==> src/rtl/sweep_ctrl.sv <==
// Sweeps the counter increment from a start value to a stop value in steps, holding each value for a dwell count.
// Optional SWEEP_BOUNCE_EN adds a RETURN leg that walks back to the start value before finishing.
module sweep_ctrl #(
    parameter int WIDTH   = 8,
    parameter int DWELL_W = 16
) (
    input  logic               clk,
    input  logic               rst,
    input  logic               start,
    input  logic               abort,
    input  logic [WIDTH-1:0]   incr_start,
    input  logic [WIDTH-1:0]   incr_stop,
    input  logic [WIDTH-1:0]   incr_step,
    input  logic [DWELL_W-1:0] dwell,
    output logic [WIDTH-1:0]   incr,
    output logic               cnt_en,
    output logic               busy,
    output logic               done
);

`ifdef SWEEP_BOUNCE_EN
    typedef enum logic [1:0] {S_IDLE, S_RUN, S_RETURN, S_DONE} state_t;
`else
    typedef enum logic [1:0] {S_IDLE, S_RUN, S_DONE} state_t;
`endif

    state_t             state_q, state_d;
    logic [WIDTH-1:0]   incr_q, incr_d;
    logic               cnt_en_q, cnt_en_d;
    logic               busy_q, busy_d;
    logic               done_q, done_d;
    logic [WIDTH-1:0]   start_sh_q, start_sh_d;
    logic [WIDTH-1:0]   stop_sh_q, stop_sh_d;
    logic [WIDTH-1:0]   step_q, step_d;
    logic [DWELL_W-1:0] dwell_eff_q, dwell_eff_d;
    logic [DWELL_W-1:0] dwell_cnt_q, dwell_cnt_d;
    logic               up_q, up_d;
    logic               last_dwell;

    // One extra bit catches wrap above the top and borrow below zero; both clamp to tgt.
    function automatic logic [WIDTH-1:0] step_toward(input logic [WIDTH-1:0] cur,
                                                     input logic [WIDTH-1:0] tgt,
                                                     input logic [WIDTH-1:0] step,
                                                     input logic             up);
        logic [WIDTH:0]   sum;
        logic [WIDTH:0]   dif;
        logic [WIDTH-1:0] res;
        sum = {1'b0, cur} + {1'b0, step};
        dif = {1'b0, cur} - {1'b0, step};
        if (up)
            res = (sum > {1'b0, tgt}) ? tgt : sum[WIDTH-1:0];
        else
            res = (dif[WIDTH] || (dif[WIDTH-1:0] < tgt)) ? tgt : dif[WIDTH-1:0];
        return res;
    endfunction

    assign last_dwell = (dwell_cnt_q == (dwell_eff_q - 1'b1));

    always_comb begin
        state_d     = state_q;
        incr_d      = incr_q;
        cnt_en_d    = cnt_en_q;
        busy_d      = busy_q;
        done_d      = 1'b0;
        start_sh_d  = start_sh_q;
        stop_sh_d   = stop_sh_q;
        step_d      = step_q;
        dwell_eff_d = dwell_eff_q;
        dwell_cnt_d = dwell_cnt_q;
        up_d        = up_q;

        case (state_q)
            S_IDLE: begin
                incr_d   = '0;
                cnt_en_d = 1'b0;
                busy_d   = 1'b0;
                if (start && !abort) begin
                    start_sh_d  = incr_start;
                    stop_sh_d   = incr_stop;
                    step_d      = (incr_step == '0) ? WIDTH'(1) : incr_step;
                    dwell_eff_d = (dwell == '0) ? DWELL_W'(1) : dwell;
                    up_d        = (incr_stop >= incr_start);
                    dwell_cnt_d = '0;
                    incr_d      = incr_start;
                    cnt_en_d    = 1'b1;
                    busy_d      = 1'b1;
                    state_d     = S_RUN;
                end
            end
            S_RUN: begin
                if (abort) begin
                    state_d  = S_IDLE;
                    incr_d   = '0;
                    cnt_en_d = 1'b0;
                    busy_d   = 1'b0;
                end else if (last_dwell) begin
                    dwell_cnt_d = '0;
                    if (incr_q == stop_sh_q) begin
`ifdef SWEEP_BOUNCE_EN
                        if (stop_sh_q != start_sh_q) begin
                            state_d = S_RETURN;
                            incr_d  = step_toward(incr_q, start_sh_q, step_q, !up_q);
                        end else begin
                            state_d  = S_DONE;
                            done_d   = 1'b1;
                            incr_d   = '0;
                            cnt_en_d = 1'b0;
                            busy_d   = 1'b0;
                        end
`else
                        state_d  = S_DONE;
                        done_d   = 1'b1;
                        incr_d   = '0;
                        cnt_en_d = 1'b0;
                        busy_d   = 1'b0;
`endif
                    end else begin
                        incr_d = step_toward(incr_q, stop_sh_q, step_q, up_q);
                    end
                end else begin
                    dwell_cnt_d = dwell_cnt_q + 1'b1;
                end
            end
`ifdef SWEEP_BOUNCE_EN
            S_RETURN: begin
                if (abort) begin
                    state_d  = S_IDLE;
                    incr_d   = '0;
                    cnt_en_d = 1'b0;
                    busy_d   = 1'b0;
                end else if (last_dwell) begin
                    dwell_cnt_d = '0;
                    if (incr_q == start_sh_q) begin
                        state_d  = S_DONE;
                        done_d   = 1'b1;
                        incr_d   = '0;
                        cnt_en_d = 1'b0;
                        busy_d   = 1'b0;
                    end else begin
                        incr_d = step_toward(incr_q, start_sh_q, step_q, !up_q);
                    end
                end else begin
                    dwell_cnt_d = dwell_cnt_q + 1'b1;
                end
            end
`endif
            S_DONE: begin
                state_d  = S_IDLE;
                incr_d   = '0;
                cnt_en_d = 1'b0;
                busy_d   = 1'b0;
            end
            default: begin
                state_d  = S_IDLE;
                incr_d   = '0;
                cnt_en_d = 1'b0;
                busy_d   = 1'b0;
            end
        endcase
    end

    always_ff @(posedge clk or negedge rst) begin
        if (!rst) begin
            state_q     <= S_IDLE;
            incr_q      <= '0;
            cnt_en_q    <= 1'b0;
            busy_q      <= 1'b0;
            done_q      <= 1'b0;
            start_sh_q  <= '0;
            stop_sh_q   <= '0;
            step_q      <= '0;
            dwell_eff_q <= '0;
            dwell_cnt_q <= '0;
            up_q        <= 1'b0;
        end else begin
            state_q     <= state_d;
            incr_q      <= incr_d;
            cnt_en_q    <= cnt_en_d;
            busy_q      <= busy_d;
            done_q      <= done_d;
            start_sh_q  <= start_sh_d;
            stop_sh_q   <= stop_sh_d;
            step_q      <= step_d;
            dwell_eff_q <= dwell_eff_d;
            dwell_cnt_q <= dwell_cnt_d;
            up_q        <= up_d;
        end
    end

    assign incr   = incr_q;
    assign cnt_en = cnt_en_q;
    assign busy   = busy_q;
    assign done   = done_q;

endmodule

==> config.mk <==
export PLATFORM = sky130hd
export DESIGN_NAME = sweep_ctrl
export DESIGN_NICKNAME = d
export VERILOG_FILES = /design/src/rtl/sweep_ctrl.sv
export SDC_FILE = /design/constraint.sdc
export NUM_CORES = 1
export LEC_CHECK = 0
export CORE_ASPECT_RATIO = 0.7
export CORE_MARGIN = 2
export CORE_UTILIZATION = 53
export DETAILED_ROUTE_END_ITERATION = 10
export GPL_TIMING_DRIVEN = 0
export PLACE_DENSITY = 0.79
export SYNTH_ARGS = -nofsm -noshare
export SYNTH_HDL_FRONTEND = slang
export SYNTH_SLANG_ARGS = --single-unit
==> constraint.sdc <==
create_clock -name clk -period 4.1 [get_ports clk]
set_clock_uncertainty 0.2 [all_clocks]
set_input_delay 0.615 -clock clk [delete_from_list [all_inputs] [get_ports clk]]
set_output_delay 0.615 -clock clk [all_outputs]
set_load 0.05 [all_outputs]
==> tab_implementation.tex, run 1 <==
\begin{tabular}{lr}
\hline
Metric & Value \\
\hline
\multicolumn{2}{l}{\textbf{Route}} \\
Vias per inst & 6.09 \\
Drt drc & 0 \\
Routed length per instance & 19.0 µm \\
First-iteration detailed-routing DRC count & 503 \\
Detailed-routing iteration count for the pre-antenna-repair pass & 5 \\
Residual antenna-violating net count after detailed routing & 0 \\
Vias & 4361 \\
Total wirelength of the detailed-routed design & 13.6 mm \\
\multicolumn{2}{l}{\textbf{Timing}} \\
Total negative slack & -0.132 ns \\
Worst hold-check slack & 0.156 ns \\
Endpoints failing setup & 5 \\
Endpoints failing hold & 0 \\
Setup WS post-layout & -0.0743 ns \\
Ratio of final minimum period to clock period & 102\% \\
Max Clk Rate & 0.240 GHz \\
Max transition margin & 23.0\% \\
Final Max Tran Viols & 0 \\
Minimum clock period after layout & 4.17 ns \\
Worst Tran Pin Value & 1.16 ns \\
Unrepaired setup endpoints after global routing & yes \\
\multicolumn{2}{l}{\textbf{Placement}} \\
Number of buffers added on ports & 54 \\
Final HPWL DP & 9.73 mm \\
Gpl congestion & 0.951 \\
\multicolumn{2}{l}{\textbf{Worst setup path}} \\
Path type of the worst setup path & reg2reg \\
Arrival time of data at the critical path endpoint & 4.20 ns \\
Reg-to-reg setup timing slack & -0.07 ns \\
Top fanout value on the critical path & 8 \\
Worst reg-to-reg path cell count & 11 \\
Capture point of the worst reg-to-reg path & incr[7] \\
CP endpoint kind & register \\
Reg-to-reg critical path startpoint & incr[3] \\
Startpoint kind of the worst setup timing path & register \\
Required @ worst endpoint & 4.12 ns \\
\multicolumn{2}{l}{\textbf{Floorplan}} \\
Horizontal extent of the die & 116 µm \\
Row count & 28 \\
Die Footprint & 9600 µm² \\
Vertical die dimension & 82.6 µm \\
IO Count & 55 \\
Initial Util & 54.9\% \\
Area inside the core boundary & 8510 µm² \\
\multicolumn{2}{l}{\textbf{Power and ir drop}} \\
Worst ir drop on vdd & 0.519 mV \\
Power per Cell Area & 852 nW/µm² \\
Reported leakage power & 0.00265 µW \\
\multicolumn{2}{l}{\textbf{Yosys}} \\
Synth area leaders & sky130\_fd\_sc\_hd\_\_dfrtp\_1 33\%, sky130\_fd\_sc\_hd\_\_ha\_1 11\%, sky130\_fd\_sc\_hd\_\_mux2\_2 4.8\%, sky130\_fd\_sc\_hd\_\_o21ai\_0 4.8\%, sky130\_fd\_sc\_hd\_\_xnor2\_1 4.3\% \\
Number of library cell types mapped by synthesis & 62 \\
Mean cell area of the mapped netlist & 8.99 µm² \\
Leading post-synthesis cells by instance count & 61 x sky130\_fd\_sc\_hd\_\_dfrtp\_1, 45 x sky130\_fd\_sc\_hd\_\_o21ai\_0, 42 x sky130\_fd\_sc\_hd\_\_inv\_1 \\
Most common cell in the netlist & sky130\_fd\_sc\_hd\_\_dfrtp\_1 \\
Prevailing post-synth register cell & sky130\_fd\_sc\_hd\_\_dfrtp\_1 \\
Number of synthesized flops with an enable pin & 0 \\
Net count of the mapped netlist & 607 \\
Top cell type's share of synthesized area & 32.7\% \\
Sequential element share of the synthesized area & 32.7\% \\
Synth async-reset ratio & 100\% \\
Post-synthesis instance total & 520 \\
Yosys warning total & 0 \\
Netlist Area Pre-Place & 4670 µm² \\
Number of register bits inferred by synthesis & 61 \\
Most area-hungry cell type in the Yosys netlist & sky130\_fd\_sc\_hd\_\_dfrtp\_1 \\
\multicolumn{2}{l}{\textbf{Finish}} \\
Number of nets in the finished design & 678 \\
Total inserted antenna cells & 0 \\
Layout cells sized above 1 & 14.1\% \\
Synthesis-to-finish area growth & 26.7\% \\
Util after Layout & 69.5\% \\
\multicolumn{2}{l}{\textbf{Clock tree}} \\
Number of H-tree levels & 3 \\
Hold Buf Count CTS & 0 \\
Clock latency reported for the late side of the worst-skew pair & 0.34 ns \\
Number of buffers on the longest clock path & 2 \\
CTS Root Buffer Type & sky130\_fd\_sc\_hd\_\_clkbuf\_16 \\
Clock-pin slew on the worst setup and hold paths & 0.06 ns \\
Clock tree from TritonCTS & built \\
Number of buffers inserted during clock tree synthesis & 9 \\
Clock tree sinks & 61 \\
\multicolumn{2}{l}{\textbf{Global routing}} \\
Total gr overflow & 0 \\
Wire length of the first global-routing pass & 20.5 mm \\
Antenna violations before repair & 0 \\
Number of global-route vias before repair & 3954 \\
Maximum number of pins on one net before global-route repair & 62 \\
Global routing usage summed across all routing layers & 28.6\% \\
\multicolumn{2}{l}{\textbf{Run status}} \\
Outcome & finished, violations left \\
Violations in the final reports & negative setup slack \\
\multicolumn{2}{l}{\textbf{Flow run}} \\
MaxCap Viol Count & 0 \\
\multicolumn{2}{l}{\textbf{Worst hold path}} \\
Class of the tightest hold or removal check & in2async \\
\hline
\end{tabular}
worst max path at each step:
stage / startpoint / depth (start not counted) / endpoint / slack, ns
6_report: incr[3] / 11 / incr[7] / -0.07
3_5_place_dp: incr[0] / 19 / incr[7] / -0.49
2_1_floorplan: incr[0] / 19 / incr[7] / 0.06
4_1_cts: incr[0] / 15 / incr[5] / -0.03
5_1_grt: step_q[1] / 14 / incr[7] / -0.21
3_3_place_gp: incr[0] / 19 / incr[7] / -0.42
logic make-up (layout without fill, tap and decap cells):
| family | Yosys count | count (layout) | share of synthesized area (%) |
|---|---|---|---|
| buf+inv | 62 | 138 | 5.49 |
| flops | 61 | 61 | 32.7 |
| mux | 25 | 25 | 5.89 |
| simple gates | 153 | 153 | 17.4 |
| xor+xnor | 38 | 38 | 7.12 |
| compound gates | 138 | 138 | 19.6 |
| fa+ha+maj | 43 | 43 | 11.8 |
registers in the layout (all words and copies together) (netlist names):
signal and cells:
incr 8, up_q 1, stop_sh_q 8, done 1
busy 1, dwell_eff_q 16, state_q 2, dwell_cnt_q 16
step_q 8
cells in the final DEF, fill, tap and decap left out, types with 3 or more instances in the layout:
master,Yosys,routed
sky130_fd_sc_hd__xnor2_1,23,21
sky130_fd_sc_hd__o211ai_1,4,4
sky130_fd_sc_hd__nor2b_1,4,3
sky130_fd_sc_hd__nor3_1,10,10
sky130_fd_sc_hd__bufinv_16,0,3
sky130_fd_sc_hd__mux2_4,0,3
sky130_fd_sc_hd__clkdlybuf4s50_1,0,53
sky130_fd_sc_hd__o21ai_0,45,45
sky130_fd_sc_hd__ha_2,0,3
sky130_fd_sc_hd__nand2_1,36,35
sky130_fd_sc_hd__a211oi_1,5,3
sky130_fd_sc_hd__clkbuf_16,0,9
sky130_fd_sc_hd__buf_4,2,13
sky130_fd_sc_hd__ha_1,41,37
sky130_fd_sc_hd__o221ai_2,0,4
sky130_fd_sc_hd__nand4_1,5,5
sky130_fd_sc_hd__nor4_1,16,16
sky130_fd_sc_hd__clkbuf_1,14,12
sky130_fd_sc_hd__or3_1,4,3
sky130_fd_sc_hd__and3_1,9,9
sky130_fd_sc_hd__a21o_1,19,19
sky130_fd_sc_hd__o21a_1,6,6
sky130_fd_sc_hd__nand2b_1,3,3
sky130_fd_sc_hd__xor2_1,15,15
sky130_fd_sc_hd__a31oi_1,3,3
sky130_fd_sc_hd__nand3_1,12,12
sky130_fd_sc_hd__nor3b_1,13,13
sky130_fd_sc_hd__mux2i_1,5,5
sky130_fd_sc_hd__mux2_2,20,17
sky130_fd_sc_hd__dfrtp_1,61,60
sky130_fd_sc_hd__o22ai_1,6,6
sky130_fd_sc_hd__a21oi_1,19,18
sky130_fd_sc_hd__inv_1,42,41
sky130_fd_sc_hd__nor2_1,28,26
through the flow:
step	cells	worst slack, ns	cell area [µm²]	total power [µW]
floorplan	520	0.0630	4670	2860
global placement	694	-0.418	5360	3470
detailed placement	694	-0.491	5360	3550
CTS	710	-0.0267	5740	4550
global route	716	-0.211	5920	5330
finish	716	-0.0743	5920	5050
where the power goes:
part	total, µW	switching (µW)	leakage, µW	internal (µW)
registers	1050	264	0.000770	789
logic	3100	1750	0.00171	1350
clock network	890	280	0.000167	609
worst max-delay path, cell delays in order (launching register included):
cell	delay, ns
sky130_fd_sc_hd__dfrtp_1	0.43
sky130_fd_sc_hd__ha_1	0.43
sky130_fd_sc_hd__or4_1	0.60
sky130_fd_sc_hd__a31oi_1	0.24
sky130_fd_sc_hd__xnor2_1	0.20
sky130_fd_sc_hd__ha_1	0.31
sky130_fd_sc_hd__a211oi_2	0.36
sky130_fd_sc_hd__o2111ai_2	0.23
sky130_fd_sc_hd__a211o_4	0.43
sky130_fd_sc_hd__o21ai_0	0.23
sky130_fd_sc_hd__o22ai_1	0.11
sky130_fd_sc_hd__mux2_2	0.28
repair_timing:
item | in CTS | in global routing
gates resized for setup | 7 | 28
pin swaps | 4 | 15
setup endpoints to repair | 8 | 8
buffers inserted | 4 | 6
endpoints found under the hold margin | 0 | 0
layout make-up:
cell class,count,area [µm²]
plain buffers,16,83.8
clock buffers,12,246
clock inverters,4,95.1
fillers,645,2590
inverters,42,158
multi-input cells,397,3050
flip-flops and latches,61,1530
well taps,120,150
repair buffers,64,613
per-layer routing:
layer | GRT usage [%] | vias to the layer above | routed length (µm)
met5 | 0 | - | 0
met4 | 8.69 | 0 | 197
met3 | 7.15 | 22 | 1280
met2 | 40.8 | 220 | 5710
met1 | 42.4 | 2087 | 6410
li1 | - | 2032 | -
No activity file was read; power rests on OpenSTA's default activity.
==> run 2, diff against run 1 <==
--- a/config.mk
+++ b/config.mk
@@ -7,10 +7,10 @@
 export LEC_CHECK = 0
 export CORE_ASPECT_RATIO = 0.7
 export CORE_MARGIN = 2
-export CORE_UTILIZATION = 53
+export CORE_UTILIZATION = 48
 export DETAILED_ROUTE_END_ITERATION = 10
 export GPL_TIMING_DRIVEN = 0
-export PLACE_DENSITY = 0.79
+export PLACE_DENSITY = 0.73
 export SYNTH_ARGS = -nofsm -noshare
 export SYNTH_HDL_FRONTEND = slang
 export SYNTH_SLANG_ARGS = --single-unit
==> run 2 against run 1 <==
Compared with the run above:
- the flow now finishes without violations
- utilization fell by 7.6 points
- final area rose by 0.11%
- non-clock buffer count fell by 2
- combinational power barely moved
- largest cell class unchanged
==> tab_implementation.tex, run 2 (synthesis results as in run 1) <==
\begin{tabular}{lr}
\hline
Metric & Value \\
\hline
\multicolumn{2}{l}{\textbf{Global routing}} \\
Total gr overflow & 0 (unchanged) \\
Number of global-route vias before repair & 3941 (-0.33\%) \\
Global routing usage summed across all routing layers & 26.2\% (-2.4 points) \\
Maximum number of pins on one net before global-route repair & 62 (unchanged) \\
Antenna violations before repair & 0 (unchanged) \\
Wire length of the first global-routing pass & 21.1 mm (+2.9\%) \\
\multicolumn{2}{l}{\textbf{Floorplan}} \\
Area inside the core boundary & 9570 µm² (+12\%) \\
Vertical die dimension & 86.6 µm (+4.8\%) \\
IO Count & 55 (unchanged) \\
Horizontal extent of the die & 122 µm (+4.9\%) \\
Row count & 30 (+7.1\%) \\
Initial Util & 48.8\% (-6.1 points) \\
Die Footprint & 10600 µm² (+10\%) \\
\multicolumn{2}{l}{\textbf{Power and ir drop}} \\
Power per Cell Area & 838 nW/µm² (-1.7\%) \\
Proportion of power drawn by flip-flops and latches & 21.4\% (+0.5 points) \\
Worst ir drop on vdd & 0.367 mV (-29\%) \\
Cell Int Power & 2640 µW (-3.9\%) \\
Switching share of total power & 46.8\% (+1.3 points) \\
Reported leakage power & 0.00261 µW (-1.3\%) \\
Switch Pwr & 2330 µW (+1.2\%) \\
Combinational fraction of design power & 63.1\% (+1.6 points) \\
Clock power frac & 15.5\% (-2.1 points) \\
Total power consumption of the routed design & 4970 µW (-1.6\%) \\
\multicolumn{2}{l}{\textbf{Worst setup path}} \\
Dominant delay contributor by cell family on the critical path & compound AO/OA/AOI/OAI gates \\
Capture point of the worst reg-to-reg path & incr[4] \\
CP cell instances & ha\_2, inv\_2, fa\_2, o21bai\_4, a221oi\_4, nor2b\_4, xnor2\_2, ha\_1, a21o\_1, a211oi\_4, o2111ai\_2, a211o\_4, o221ai\_2, o22ai\_1, mux2\_4 \\
Top fanout value on the critical path & 6 (-2) \\
Arrival time of data at the critical path endpoint & 4.07 ns (-0.13 ns) \\
Startpoint kind of the worst setup timing path & register \\
Slowest CP cell & sky130\_fd\_sc\_hd\_\_a211o\_4 \\
Worst reg-to-reg path cell count & 15 (+4) \\
Required @ worst endpoint & 4.12 ns (about the same) \\
Reg-to-reg setup timing slack & 0.06 ns (+0.13 ns) \\
CP endpoint kind & register \\
Path type of the worst setup path & reg2reg \\
Worst setup path startpoint & incr[0] \\
Reg-to-reg critical path startpoint & incr[0] \\
CP bufs+invs & 1 (+1) \\
Worst path max stage delay & 0.45 ns (-0.15 ns) \\
\multicolumn{2}{l}{\textbf{Finish}} \\
Number of nets in the finished design & 676 (-0.29\%) \\
Synthesis-to-finish area growth & 26.8\% \\
Top library cells by usage in the layout, fill and taps aside & 60 x sky130\_fd\_sc\_hd\_\_dfrtp\_1, 53 x sky130\_fd\_sc\_hd\_\_clkdlybuf4s50\_1, 43 x sky130\_fd\_sc\_hd\_\_o21ai\_0, 39 x sky130\_fd\_sc\_hd\_\_inv\_1 \\
Largest registers & dwell\_cnt\_q (16), dwell\_eff\_q (16) \\
Leading cell type in the layout, fill and taps excluded & sky130\_fd\_sc\_hd\_\_dfrtp\_1 \\
Total inserted antenna cells & 0 (unchanged) \\
Layout cells sized above 1 & 15.0\% (+0.89 points) \\
\multicolumn{2}{l}{\textbf{Placement}} \\
Final HPWL DP & 9.79 mm (+0.66\%) \\
Gpl congestion & 0.898 (-5.7\%) \\
Number of buffers added on ports & 54 (unchanged) \\
\multicolumn{2}{l}{\textbf{Timing}} \\
Max transition margin & 25.2\% (+2.2 points) \\
Final Max Tran Viols & 0 (unchanged) \\
Max Clk Rate & 0.247 GHz (+3.3\%) \\
Endpoints failing hold & 0 (unchanged) \\
Unrepaired setup endpoints after global routing & yes \\
Worst hold-check slack & 0.175 ns (+0.0189 ns) \\
Minimum clock period after layout & 4.04 ns (-0.131 ns) \\
Worst Tran Pin Value & 1.12 ns (-0.0333 ns) \\
Endpoints failing setup & 0 (-5) \\
Ratio of final minimum period to clock period & 98.6\% (-3.2 points) \\
\multicolumn{2}{l}{\textbf{Clock tree}} \\
Clock tree from TritonCTS & built \\
Clock tree sinks & 61 (unchanged) \\
Number of H-tree levels & 3 (unchanged) \\
Clock-pin slew on the worst setup and hold paths & 0.05 ns (about the same) \\
Number of buffers on the longest clock path & 2 (unchanged) \\
Clock latency reported for the late side of the worst-skew pair & 0.34 ns (about the same) \\
Number of buffers inserted during clock tree synthesis & 9 (unchanged) \\
CTS Root Buffer Type & sky130\_fd\_sc\_hd\_\_clkbuf\_16 \\
\multicolumn{2}{l}{\textbf{Route}} \\
Residual antenna-violating net count after detailed routing & 0 (unchanged) \\
Detailed-routing iteration count for the pre-antenna-repair pass & 5 (unchanged) \\
First-iteration detailed-routing DRC count & 344 (-32\%) \\
Vias & 4248 (-2.6\%) \\
Vias per inst & 5.88 (-3.4\%) \\
Drt drc & 0 (unchanged) \\
Routed length per instance & 18.6 µm (-2.1\%) \\
Total wirelength of the detailed-routed design & 13.4 mm (-1.3\%) \\
\multicolumn{2}{l}{\textbf{Run status}} \\
Outcome & complete, no violations \\
\multicolumn{2}{l}{\textbf{Worst hold path}} \\
Class of the tightest hold or removal check & in2async \\
\multicolumn{2}{l}{\textbf{Flow run}} \\
MaxCap Viol Count & 0 (unchanged) \\
\hline
\end{tabular}
-- run 2: cell types whose count changed in the layout (fill, tap and decap cells not counted), moves of 2 or more --
cell,change
sky130_fd_sc_hd__inv_2,+2
sky130_fd_sc_hd__buf_4,-2
sky130_fd_sc_hd__o21ai_0,-2
sky130_fd_sc_hd__inv_1,-2
sky130_fd_sc_hd__o21ai_1,+2
sky130_fd_sc_hd__ha_2,+2
sky130_fd_sc_hd__ha_1,-2
sky130_fd_sc_hd__bufinv_16,-2
-- run 2: how the worst max path moves through the flow --
stage          endpoint  slack, ns  cells after the start
6_report        incr[4]       0.06                     15
5_1_grt         incr[4]      -0.08                     16
4_1_cts         incr[5]       0.02                     15
3_5_place_dp    incr[7]      -0.44                     15
3_3_place_gp    incr[7]      -0.39                     19
2_1_floorplan   incr[7]       0.06                     19
-- run 2: repair_timing --
item | 4_1_cts | 5_1_grt
setup endpoints to repair | 8 | 8
resized for setup | 10 | 38
endpoints found under the hold margin | 0 | 0
hold buffers | 0 | 0
pin swaps | 4 | 24
setup buffers | 2 | 6
-- run 2: metrics by stage --
step | std cells | worst slack [ns] | util (%) | instance area (µm²) | setup TNS [ns]
floorplan | 520 | 0.0630 | - | 4670 | 0
global placement | 702 | -0.390 | 56.1 | 5370 | -2.10
detailed placement | 702 | -0.444 | 56.1 | 5370 | -2.61
CTS | 716 | 0.0155 | 59.6 | 5700 | 0
global route | 722 | -0.0801 | 61.9 | 5930 | -0.334
finish | 722 | 0.0572 | 61.9 | 5930 | 0
-- run 2: final cells by class --
cell class | instances | area, µm²
plain buffers | 16 | 83.8
clock buffers | 12 | 246
clock inverters | 4 | 47.5
fillers | 820 | 3650
inverters | 42 | 158
multi-input cells | 397 | 3100
flip-flops and latches | 61 | 1530
well taps | 128 | 160
repair buffers | 62 | 598
-- run 2: per-layer routing --
metal | vias up | part of all wire [%] | track usage, % | routed length, µm
met5 | - | 0 | 0 | 0
met4 | 0 | 0.70 | 5.54 | 94
met3 | 9 | 7.3 | 5.46 | 985
met2 | 174 | 40 | 36.0 | 5340
met1 | 2044 | 52 | 41.6 | 7010
li1 | 2021 | - | - | -
-- run 2: power by group through the flow --
stage | clock network, µW | registers [µW] | logic (µW)
5_1_grt | 814 | 1090 | 3390
6_report | 768 | 1070 | 3130
2_1_floorplan | 0 | 1080 | 1780
3_5_place_dp | 0 | 1060 | 2500
3_3_place_gp | 0 | 1050 | 2460
4_1_cts | 774 | 1050 | 2600
-- run 2: worst reg2reg max path: cells and delay by family, from the launching register on --
family / cells / cell delay, ns
adders and majority gates: 3 / 0.74
AOI/OAI and AO/OA: 8 / 1.88
muxes: 1 / 0.27
xor gates and xnor gates: 1 / 0.13
buffers and inverters: 1 / 0.06
and+or+nand+nor: 1 / 0.22
DFF: 1 / 0.40
==> run 3, diff against run 2 <==
--- a/config.mk
+++ b/config.mk
@@ -10,7 +10,7 @@
 export CORE_UTILIZATION = 48
 export DETAILED_ROUTE_END_ITERATION = 10
 export GPL_TIMING_DRIVEN = 0
-export PLACE_DENSITY = 0.73
+export PLACE_DENSITY = 0.7
 export SYNTH_ARGS = -nofsm -noshare
 export SYNTH_HDL_FRONTEND = slang
 export SYNTH_SLANG_ARGS = --single-unit
==> run 3 against run 2 <==
Compared with the run above:
- the flow now finishes with violations (negative setup slack)
- die area unchanged
- non-clock buffer count up 1
- wire length about the same
- utilization down 0.91 points
- final cell count up 0.14%
- critical path depth up 1
- sequential cell count unchanged
- worst setup slack worse by 0.092 ns
- critical path type unchanged
- largest power group unchanged
==> tab_implementation.tex, run 3 (synthesis results as in run 1) <==
\begin{tabular}{lr}
\hline
Metric & Value \\
\hline
\multicolumn{2}{l}{\textbf{Worst setup path}} \\
Reg-to-reg critical path startpoint & incr[0] \\
Startpoint kind of the worst setup timing path & register \\
Required @ worst endpoint & 4.11 ns (about the same) \\
Capture point of the worst reg-to-reg path & incr[5] \\
CP cell instances & inv\_1, ha\_2, inv\_2, fa\_2, a211oi\_2, nor2\_1, o21a\_1, nor2\_2, xnor2\_2, ha\_1, nand4\_1, o31a\_1, or3\_4, o221ai\_2, o22ai\_1, mux2\_4 \\
Worst reg-to-reg path cell count & 16 (+1) \\
Worst path max stage delay & 0.48 ns (+0.03 ns) \\
Arrival time of data at the critical path endpoint & 4.14 ns (+0.07 ns) \\
Reg-to-reg setup timing slack & -0.03 ns (-0.09 ns) \\
Worst setup path startpoint & incr[0] \\
Endpoint of the most critical setup path & incr[5] \\
Slowest CP cell & sky130\_fd\_sc\_hd\_\_or3\_4 \\
Top fanout value on the critical path & 6 (unchanged) \\
Path type of the worst setup path & reg2reg \\
CP endpoint kind & register \\
\multicolumn{2}{l}{\textbf{Route}} \\
First-iteration detailed-routing DRC count & 396 (+15\%) \\
Routed length per instance & 18.6 µm (-0.17\%) \\
Vias per inst & 5.90 (+0.28\%) \\
Detailed-routing iteration count for the pre-antenna-repair pass & 5 (unchanged) \\
Drt drc & 0 (unchanged) \\
Total wirelength of the detailed-routed design & 13.4 mm (about the same) \\
Vias & 4266 (+0.42\%) \\
Residual antenna-violating net count after detailed routing & 0 (unchanged) \\
\multicolumn{2}{l}{\textbf{Global routing}} \\
Maximum number of pins on one net before global-route repair & 62 (unchanged) \\
Number of global-route vias before repair & 4068 (+3.2\%) \\
Antenna violations before repair & 0 (unchanged) \\
Global routing usage summed across all routing layers & 26.8\% (+0.68 points) \\
Total gr overflow & 0 (unchanged) \\
Wire length of the first global-routing pass & 21.5 mm (+2.3\%) \\
\multicolumn{2}{l}{\textbf{Power and ir drop}} \\
Switching share of total power & 47.4\% (+0.52 points) \\
Switch Pwr & 2260 µW (-2.9\%) \\
Reported leakage power & 0.00261 µW (-0.36\%) \\
Power per Cell Area & 817 nW/µm² (-2.5\%) \\
Proportion of power drawn by flip-flops and latches & 22.2\% (+0.8 points) \\
Combinational fraction of design power & 63.7\% (+0.6 points) \\
Cell Int Power & 2510 µW (-4.9\%) \\
Worst ir drop on vdd & 0.436 mV (+19\%) \\
Clock power frac & 14.1\% (-1.4 points) \\
\multicolumn{2}{l}{\textbf{Floorplan}} \\
Vertical die dimension & 86.6 µm (unchanged) \\
Area inside the core boundary & 9570 µm² (unchanged) \\
Initial Util & 48.8\% (unchanged) \\
IO Count & 55 (unchanged) \\
Die Footprint & 10600 µm² (unchanged) \\
Row count & 30 (unchanged) \\
Horizontal extent of the die & 122 µm (unchanged) \\
\multicolumn{2}{l}{\textbf{Finish}} \\
Number of inserted filler cells in the final layout & 839 (+2.3\%) \\
Synthesis-to-finish area growth & 24.9\% \\
Layout cells sized above 1 & 14.5\% (-0.53 points) \\
Number of nets in the finished design & 677 (+0.15\%) \\
Total inserted antenna cells & 0 (unchanged) \\
Largest registers & dwell\_cnt\_q (16), dwell\_eff\_q (16) \\
Leading cell type in the layout, fill and taps excluded & sky130\_fd\_sc\_hd\_\_dfrtp\_1 \\
Util after Layout & 61.0\% (-0.91 points) \\
Top library cells by usage in the layout, fill and taps aside & 60 x sky130\_fd\_sc\_hd\_\_dfrtp\_1, 53 x sky130\_fd\_sc\_hd\_\_clkdlybuf4s50\_1, 44 x sky130\_fd\_sc\_hd\_\_o21ai\_0, 39 x sky130\_fd\_sc\_hd\_\_inv\_1, 37 x sky130\_fd\_sc\_hd\_\_ha\_1 \\
\multicolumn{2}{l}{\textbf{Clock tree}} \\
Number of buffers inserted during clock tree synthesis & 9 (unchanged) \\
CTS Root Buffer Type & sky130\_fd\_sc\_hd\_\_clkbuf\_16 \\
Clock tree from TritonCTS & built \\
Clock-pin slew on the worst setup and hold paths & 0.05 ns (about the same) \\
Number of H-tree levels & 3 (unchanged) \\
Number of buffers on the longest clock path & 2 (unchanged) \\
Clock latency reported for the late side of the worst-skew pair & 0.33 ns (about the same) \\
Clock tree sinks & 61 (unchanged) \\
\multicolumn{2}{l}{\textbf{Placement}} \\
Final HPWL DP & 10.1 mm (+3.4\%) \\
Number of buffers added on ports & 54 (unchanged) \\
Gpl congestion & 0.911 (+1.5\%) \\
\multicolumn{2}{l}{\textbf{Flow run}} \\
MaxCap Viol Count & 0 (unchanged) \\
\multicolumn{2}{l}{\textbf{Timing}} \\
Worst Tran Pin Value & 1.09 ns (-0.0284 ns) \\
Worst hold-check slack & 0.180 ns (+0.00591 ns) \\
Max transition margin & 27.1\% (+1.9 points) \\
Total negative slack & -0.0347 ns (-0.0347 ns) \\
Endpoints failing hold & 0 (unchanged) \\
Max Clk Rate & 0.242 GHz (-2.2\%) \\
Minimum clock period after layout & 4.13 ns (+0.0918 ns) \\
Setup WS post-layout & -0.0347 ns (-0.0918 ns) \\
Unrepaired setup endpoints after global routing & yes \\
Ratio of final minimum period to clock period & 101\% (+2.2 points) \\
Endpoints failing setup & 1 (+1) \\
Final Max Tran Viols & 0 (unchanged) \\
\multicolumn{2}{l}{\textbf{Run status}} \\
Violations in the final reports & negative setup slack \\
Outcome & finished, violations left \\
\multicolumn{2}{l}{\textbf{Worst hold path}} \\
Class of the tightest hold or removal check & in2async \\
\hline
\end{tabular}
-- run 3: through the flow --
step / setup slack, ns / total power, µW / instances / area [µm²]
after floorplan: 0.0630 / 2860 / 520 / 4670
after global placement: -0.508 / 3520 / 702 / 5370
after detailed placement: -0.559 / 3580 / 702 / 5370
after CTS: 0.0230 / 4370 / 715 / 5670
after global routing: -0.127 / 5100 / 723 / 5840
final: -0.0347 / 4770 / 723 / 5840
-- run 3: metal layers --
layer	vias to the layer above	track usage, %	routed length [µm]
li1	2029	-	-
met1	2080	43.6	7120
met2	146	36.0	5320
met3	11	4.87	851
met4	0	6.69	131
met5	-	0	0
-- run 3: how the worst min path moves through the flow --
| stage | end | slack, ns | cells after the start |
|---|---|---|---|
| 2_1_floorplan | busy | 0.12 | 0 |
| 3_3_place_gp | dwell_cnt_q[4] | 0.25 | 1 |
| 3_5_place_dp | dwell_cnt_q[4] | 0.24 | 1 |
| 4_1_cts | step_q[1] | 0.20 | 1 |
| 5_1_grt | step_q[1] | 0.24 | 1 |
| 6_report | step_q[1] | 0.18 | 1 |
-- run 3: power groups by stage --
stage,logic (µW),clock network [µW],registers [µW]
finish,3040,673,1060
global placement,2470,0,1050
CTS,2630,687,1050
global route,3300,708,1090
detailed placement,2520,0,1060
floorplan,1780,0,1080
-- run 3: layout make-up --
| type | instances | area, µm² | share of cell area, % |
|---|---|---|---|
| buffer | 16 | 83.8 | 1.44 |
| clock buffer | 11 | 233 | 3.99 |
| clock inverter | 5 | 27.5 | 0.471 |
| inverter | 42 | 158 | 2.70 |
| multi-input combinational | 397 | 3040 | 52.1 |
| sequential | 61 | 1530 | 26.2 |
| tap | 128 | 160 | 2.74 |
| timing repair buffer | 63 | 606 | 10.4 |
-- run 3: timing repair --
| action | 4_1_cts | 5_1_grt |
|---|---|---|
| setup endpoints to repair | 8 | 8 |
| buffers inserted | 1 | 8 |
| gates resized for setup | 11 | 27 |
| gates cloned | 0 | 0 |
| pin swaps | 1 | 20 |
| hold buffers | 0 | 0 |
-- run 3: worst max-delay path, delay by kind of cell (launching register included) --
kind,cells,cell delay [ns]
AOI/OAI and AO/OA,5,1.17
xor gates and xnor gates,1,0.10
adders and majority gates,3,0.91
buffers and inverters,2,0.11
DFF,1,0.39
muxes,1,0.27
and+or+nand+nor,4,0.85
